File: src/rtl/regfile_multiport.sv
// Multi-port register file with two write ports, NRD combinational read ports,
// optional write-to-read bypass and a self-clearing sweep after reset.
// Ports:
//   clk            rising-edge clock
//   rst            synchronous active-low reset
//   we0/wa0/wd0    write port 0 (enable / address / data)
//   we1/wa1/wd1    write port 1; wins over port 0 on an address collision
//   ra             packed read addresses, port k at [k*AW +: AW]
//   rd             packed read data, port k at [k*XLEN +: XLEN] (combinational)
//   busy           high while the clear sweep is pending or running (combinational)
module regfile_multiport #(
  parameter int unsigned XLEN   = 32,
  parameter int unsigned NREG   = 32,
  parameter int unsigned NRD    = 2,
  parameter int unsigned BYPASS = 1,
  localparam int unsigned AW    = $clog2(NREG)
) (
  input  logic                clk,
  input  logic                rst,
  input  logic                we0,
  input  logic [AW-1:0]       wa0,
  input  logic [XLEN-1:0]     wd0,
  input  logic                we1,
  input  logic [AW-1:0]       wa1,
  input  logic [XLEN-1:0]     wd1,
  input  logic [NRD*AW-1:0]   ra,
  output logic [NRD*XLEN-1:0] rd,
  output logic                busy
);

  localparam logic [AW-1:0] LASTIDX = AW'(NREG - 1);

  typedef enum logic {CLEAR = 1'b0, RUN = 1'b1} state_t;

  state_t          state, stateNext;
  logic [AW-1:0]   cnt, cntNext;
  logic            clrWe;
  logic            wrEn0, wrEn1;
  logic [XLEN-1:0] regs [NREG];

  // Next-state and write-enable decode
  always_comb begin
    stateNext = state;
    cntNext   = cnt;
    clrWe     = 1'b0;
    if (!rst) begin
      stateNext = CLEAR;
      cntNext   = '0;
    end else if (state == CLEAR) begin
      clrWe   = 1'b1;
      cntNext = cnt + AW'(1);
      if (cnt == LASTIDX) stateNext = RUN;
    end
  end

  // Address 0 is hardwired to zero, so writes to it are dropped here
  assign wrEn0 = rst && (state == RUN) && we0 && (wa0 != '0);
  assign wrEn1 = rst && (state == RUN) && we1 && (wa1 != '0);

  // State, sweep counter and storage; port 1 assigned last so it wins collisions
  always_ff @(posedge clk) begin
    state <= stateNext;
    cnt   <= cntNext;
    if (clrWe) regs[cnt] <= '0;
    if (wrEn0) regs[wa0] <= wd0;
    if (wrEn1) regs[wa1] <= wd1;
  end

  assign busy = (state == CLEAR);

  // Read ports: optional same-cycle forwarding, forced to zero outside RUN
  always_comb begin
    logic [AW-1:0]   addr;
    logic [XLEN-1:0] val;
    addr = '0;
    val  = '0;
    rd   = '0;
    for (int k = 0; k < NRD; k++) begin
      addr = ra[k*AW +: AW];
      val  = regs[addr];
      if (BYPASS != 0) begin
        if (wrEn1 && (wa1 == addr))      val = wd1;
        else if (wrEn0 && (wa0 == addr)) val = wd0;
      end
      if (!rst || (state != RUN) || (addr == '0)) val = '0;
      rd[k*XLEN +: XLEN] = val;
    end
  end

endmodule

File: config.mk
export PLATFORM = sky130hd
export DESIGN_NAME = regfile_multiport
export DESIGN_NICKNAME = d
export VERILOG_FILES = /design/src/rtl/regfile_multiport.sv
export SDC_FILE = /design/constraint.sdc
export NUM_CORES = 2
export LEC_CHECK = 0
export CORE_ASPECT_RATIO = 0.9
export CORE_MARGIN = 8
export CORE_UTILIZATION = 55
export CTS_CLUSTER_DIAMETER = 60
export DETAILED_ROUTE_END_ITERATION = 8
export GPL_TIMING_DRIVEN = 0
export PLACE_DENSITY = 0.84
export SYNTH_ARGS = -nofsm -noshare
export SYNTH_HDL_FRONTEND = slang
export SYNTH_SLANG_ARGS = --single-unit
export TNS_END_PERCENT = 5
File: constraint.sdc
create_clock -name clk -period 12.8 [get_ports clk]
set_clock_uncertainty 0.2 [all_clocks]
set_input_delay 2.56 -clock clk [delete_from_list [all_inputs] [get_ports clk]]
set_output_delay 2.56 -clock clk [all_outputs]
set_load 0.005 [all_outputs]
Word level (Yosys, flattened, before mapping)

Memory sizes are Yosys's and may differ from the RTL's.
Cells that the tools add are included.

Flip-flop bits (word level): 6
Logic and storage cells: 47
Bits in writable memories: 1024
Latch bits: 0
Memories kept: 1
Memory bits (read-only): 0
Output and inout bits: 65
Input port bits: 88

Memory list:

| memory | depth | width | read ports | clocked after Yosys merged registers in | wr ports | RTL line | text |
|---|---|---|---|---|---|---|---|
| regs   | 32    | 32    | 2          | 0                                       | 2        | 39       | `logic [XLEN-1:0] regs [NREG];` |

Multipliers: 0
$add $sub $neg: 1
Magnitude comparators: 0
Reduce and logical (&&, ||, !) cells: 18
Div/mod/pow operators: 0
Bitwise logic cells: 1
Shift-type cells: 0
Multiplexer cells: 19
Eq/ne operators: 5

Operators by type and width:

| operator            | number |
|---|---|
| $mux 32             | 7 |
| $reduce_or 32->1    | 1 |
| $eq 5x5->1          | 4 |
| $mux 1              | 11 |
| $logic_not 5->1     | 2 |
| $reduce_bool 5->1   | 2 |
| $logic_and 1x1->1   | 9 |
| $add 5x1->5 const B | 1 |
| $eq 5x5->1 const B  | 1 |
| $mux 5              | 1 |
| $logic_or 1x1->1    | 3 |
| $logic_not 1->1     | 1 |
| $not 1->1           | 1 |

Longest topological paths before layout

Depth after elaboration: 7
Depth in mapped cells: 10
Mapped depth without buffers: 6

Worst setup path after synthesis

No wires, ideal clock.

Path kind: input -> output
Start point: input ra[7]
End point: output rd[34]
Path slack: 5.781 ns
Data required time: 10.040 ns
Arrival time: 4.259 ns
Path buffers: 3
Stages on the path: 9
Cell sequence: buf_2 buf_2 clkbuf_1 mux2i_1 o22ai_1 nor4_1 o21ai_0 nor2_1 o21ai_1

Cells in the longest elaborated chain, start to end: 5
Elaborated cells between the ends (all ways): 10
Classes of those cells: eq/ne: 2; mux: 3; reduce/logical: 4; memory: 1

RTL lines:

| item                                                                  | RTL line | text |
|---|---|---|
| start, declared                                                       | 26       | `input logic [NRD*AW-1:0] ra,` |
| parallel branches: the longest is 4 deep, another holds $mem_v2 32x32 | --       |  |
| $mux 32 *                                                             | 85       | `if (!rst \|\| (state != RUN) \|\| (addr == '0)) val = '0;` |
| end, declared                                                         | 27       | `output logic [NRD*XLEN-1:0] rd,` |

Every way passes the cells marked *.

Worst setup path in the final report

Start point: input ra[0]
End point: output rd[6]

The elaborated chain is that of the path after synthesis.

==> run metrics <==
routed via count divided by cell count=7.19; wire length reported by the detailed router=248 mm; 1st-iter DRT viols=10500; cells along the critical path=clkdlybuf4s50_1, buf_2, buf_2, nand4b_1, clkbuf_1, o22ai_1, nor4_1, nand2_1, nor2_1, o21ai_0, clkdlybuf4s50_1; total clock buffers created by CTS=107; total via count after detailed routing=54700; total internal power=5570 µW; horizontal die dimension=364 µm; Async S/R FF share, synth=0%; Unique masters post-synth=56; placed wire-length estimate=187 mm; share of the clock period used by the worst path=81.2%; synthesized netlist net count=5883; RD Place Congestion=1.07; antenna violations before repair=16; global route total overflow=0; post-route worst setup slack=2.41 ns; core region area=109000 µm²; total track usage=39.8%; Syn Inst Count=5793; VDD IR-drop max=0.113 mV; switching share of power=25.1%; Slew headroom=-2.09%; die outline area=120000 µm²; Synth Register Bits=1030; Placed Instances=7397; Reg clk slew, reported paths=0.06 ns; hold violation total from the final report=0; pin count of the biggest net entering global routing=28; fin crit period=10.39 ns; final setup violation count=0; kind of critical path=input port to primary output; gate family responsible for the most delay along the worst path=buffers and inverters; # clock sinks=1030; non-filler instance count after layout=7612; remaining antenna violation count after routing=0; Final Max Slew Viols=22; nature of the critical path startpoint=input port; sequential element share of the synthesized area=51.4%; maximum root-to-sink buffer count=3; setup repair after global routing missed its margin=false; ratio of total power to cell area=110 nW/µm²; number of core rows=115; buffers inserted during post-CTS setup optimization=0; number of H-tree levels=3; CTS tree=built; initial core utilization=55.2%; share of total power in sequential cells=49.5%; delay of the slowest cell on the worst path=1.14 ns; slack of the worst reg-to-reg path=8.55 ns; most common cell after layout, fill and taps aside=sky130_fd_sc_hd__o21ai_0; routed length per instance=32.6 µm; arrival time at the worst endpoint=7.63 ns; Hold/Removal Path Class=flip-flop to flip-flop; count of hold-fix buffers inserted at cts=0; Primary FF master, synth=sky130_fd_sc_hd__edfxtp_1; slowest stage cell on the critical path=sky130_fd_sc_hd__nor4_1; portion of total power attributed to combinational logic=8.3%; aggregate negative setup slack=0 ns; number of cells upsized or downsized after cts=0; number of maximum-capacitance violations=2; Avg Cell Area, Syn=10.4 µm²; Req. time, crit path=10.04 ns; fmax=96.2 MHz; EDFF count, synth=1024; Worst Setup Slack post-DPL=2.84 ns; outcome=complete, but fails checks; number of input and output port buffers inserted=109; DRC violation count after routing=0; wire length of the first global-routing pass=348 mm; type of destination of the critical path=primary output; Post-Synthesis Cell Area=60100 µm²; CP Max Fanout=10; cell leakage power=0.0242 µW; length of the first detailed-routing pass in iterations=9; Buffers & Inverters on Critical Path=5; height of the chip=330 µm; total number of nets in the final design=6136; area overhead of the layout relative to synthesis=12.5%; transition time of the tightest slew-check pin=1.53 ns; switching power of the nets=1870 µW; number of global-route vias before repair=52300; most frequent cells in the layout=1171 x sky130_fd_sc_hd__o21ai_0, 1167 x sky130_fd_sc_hd__nand2_1, 1024 x sky130_fd_sc_hd__edfxtp_1; ratio of cells with drive above 1 in the final layout=9.01%; later-pin clock latency in the skew report=0.71 ns; synth warn=0; Clk pwr share=42.2%; violations in the final reports=max-capacitance violations, max-slew violations; IO Count=153; clk root buf=sky130_fd_sc_hd__clkbuf_16
## cells by family after synthesis
kind of cell	count (synthesis)	synth area share, %
AO/OA/AOI/OAI	1638	14.9
AND/OR/NAND/NOR	1435	9.71
flip-flops	1030	51.4
multiplexers	954	18.8
buffers and inverters	711	4.83
XOR/XNOR	23	0.335
adder cells (fa/ha/maj)	2	0.0417
## state kept, by name (all words and copies together) (netlist names)
signal / count
state: 1
cnt: 5
regs: 1024
## cells in the mapped netlist (36+ instances only)
cell type | n | area share, %
sky130_fd_sc_hd__nor4_1 | 61 | 0.64
sky130_fd_sc_hd__mux4_2 | 139 | 5.2
sky130_fd_sc_hd__nand2_1 | 1167 | 7.3
sky130_fd_sc_hd__buf_2 | 143 | 1.2
sky130_fd_sc_hd__nand3_1 | 36 | 0.30
sky130_fd_sc_hd__nor2_1 | 102 | 0.64
sky130_fd_sc_hd__clkbuf_1 | 482 | 3.0
sky130_fd_sc_hd__mux2i_1 | 814 | 14
sky130_fd_sc_hd__a22oi_1 | 124 | 1.5
sky130_fd_sc_hd__edfxtp_1 | 1024 | 51
sky130_fd_sc_hd__o22ai_1 | 279 | 2.9
sky130_fd_sc_hd__o21ai_1 | 39 | 0.32
sky130_fd_sc_hd__o21ai_0 | 1171 | 9.8
## final timing paths
kind         startpoint            to  cells after the start
max               ra[0]         rd[6]                     11
min              cnt[4]        cnt[4]                      2
max reg2reg       state  regs[31][31]                      9
min reg2reg      cnt[4]        cnt[4]                      2
## power groups by stage
stage	registers (µW)	logic (µW)	clock network, µW
after global placement	3760	551	0
after global routing	3690	617	3210
after detailed placement	3760	574	0
after CTS	3690	578	3090
final	3690	616	3140
after floorplan	3760	338	0
## final cells by class
type / count / area, µm²
clock buffers: 135 / 2850
flip-flops and latches: 1030 / 30900
fillers: 8692 / 41200
well taps: 1462 / 1830
diodes: 15 / 37.5
clock inverters: 63 / 520
multi-input cells: 4052 / 26800
repair buffers: 144 / 1780
inverters: 35 / 131
plain buffers: 676 / 2780
## layer usage
layer / global-route usage [%] / vias up / wire [µm]
met3: 11.7 / 1232 / 37900
met1: 48.9 / 26000 / 81200
met4: 33.3 / 8 / 25800
li1: - / 22000 / -
met5: 0.163 / - / 48
met2: 57.6 / 5473 / 103000
## worst min-delay path, delay by kind of cell, from the launching register on
family	cells	cell delay, ns
muxes	1	0.15
and+or+nand+nor	1	0.07
DFF	1	0.35
## per-stage QoR
| step | instance area [µm²] | utilization [%] | hold WS (ns) | total power, µW |
|---|---|---|---|---|
| finish | 67600 | 62.1 | 0.420 | 7450 |
| floorplan | 60100 | - | 0.348 | 4090 |
| detailed placement | 64100 | 58.9 | 0.382 | 4330 |
| CTS | 67500 | 62.0 | 0.402 | 7350 |
| global route | 67500 | 62.1 | 0.416 | 7520 |
| global placement | 63000 | 57.9 | 0.369 | 4310 |
Note: power is estimated with default switching activity, not from simulation.
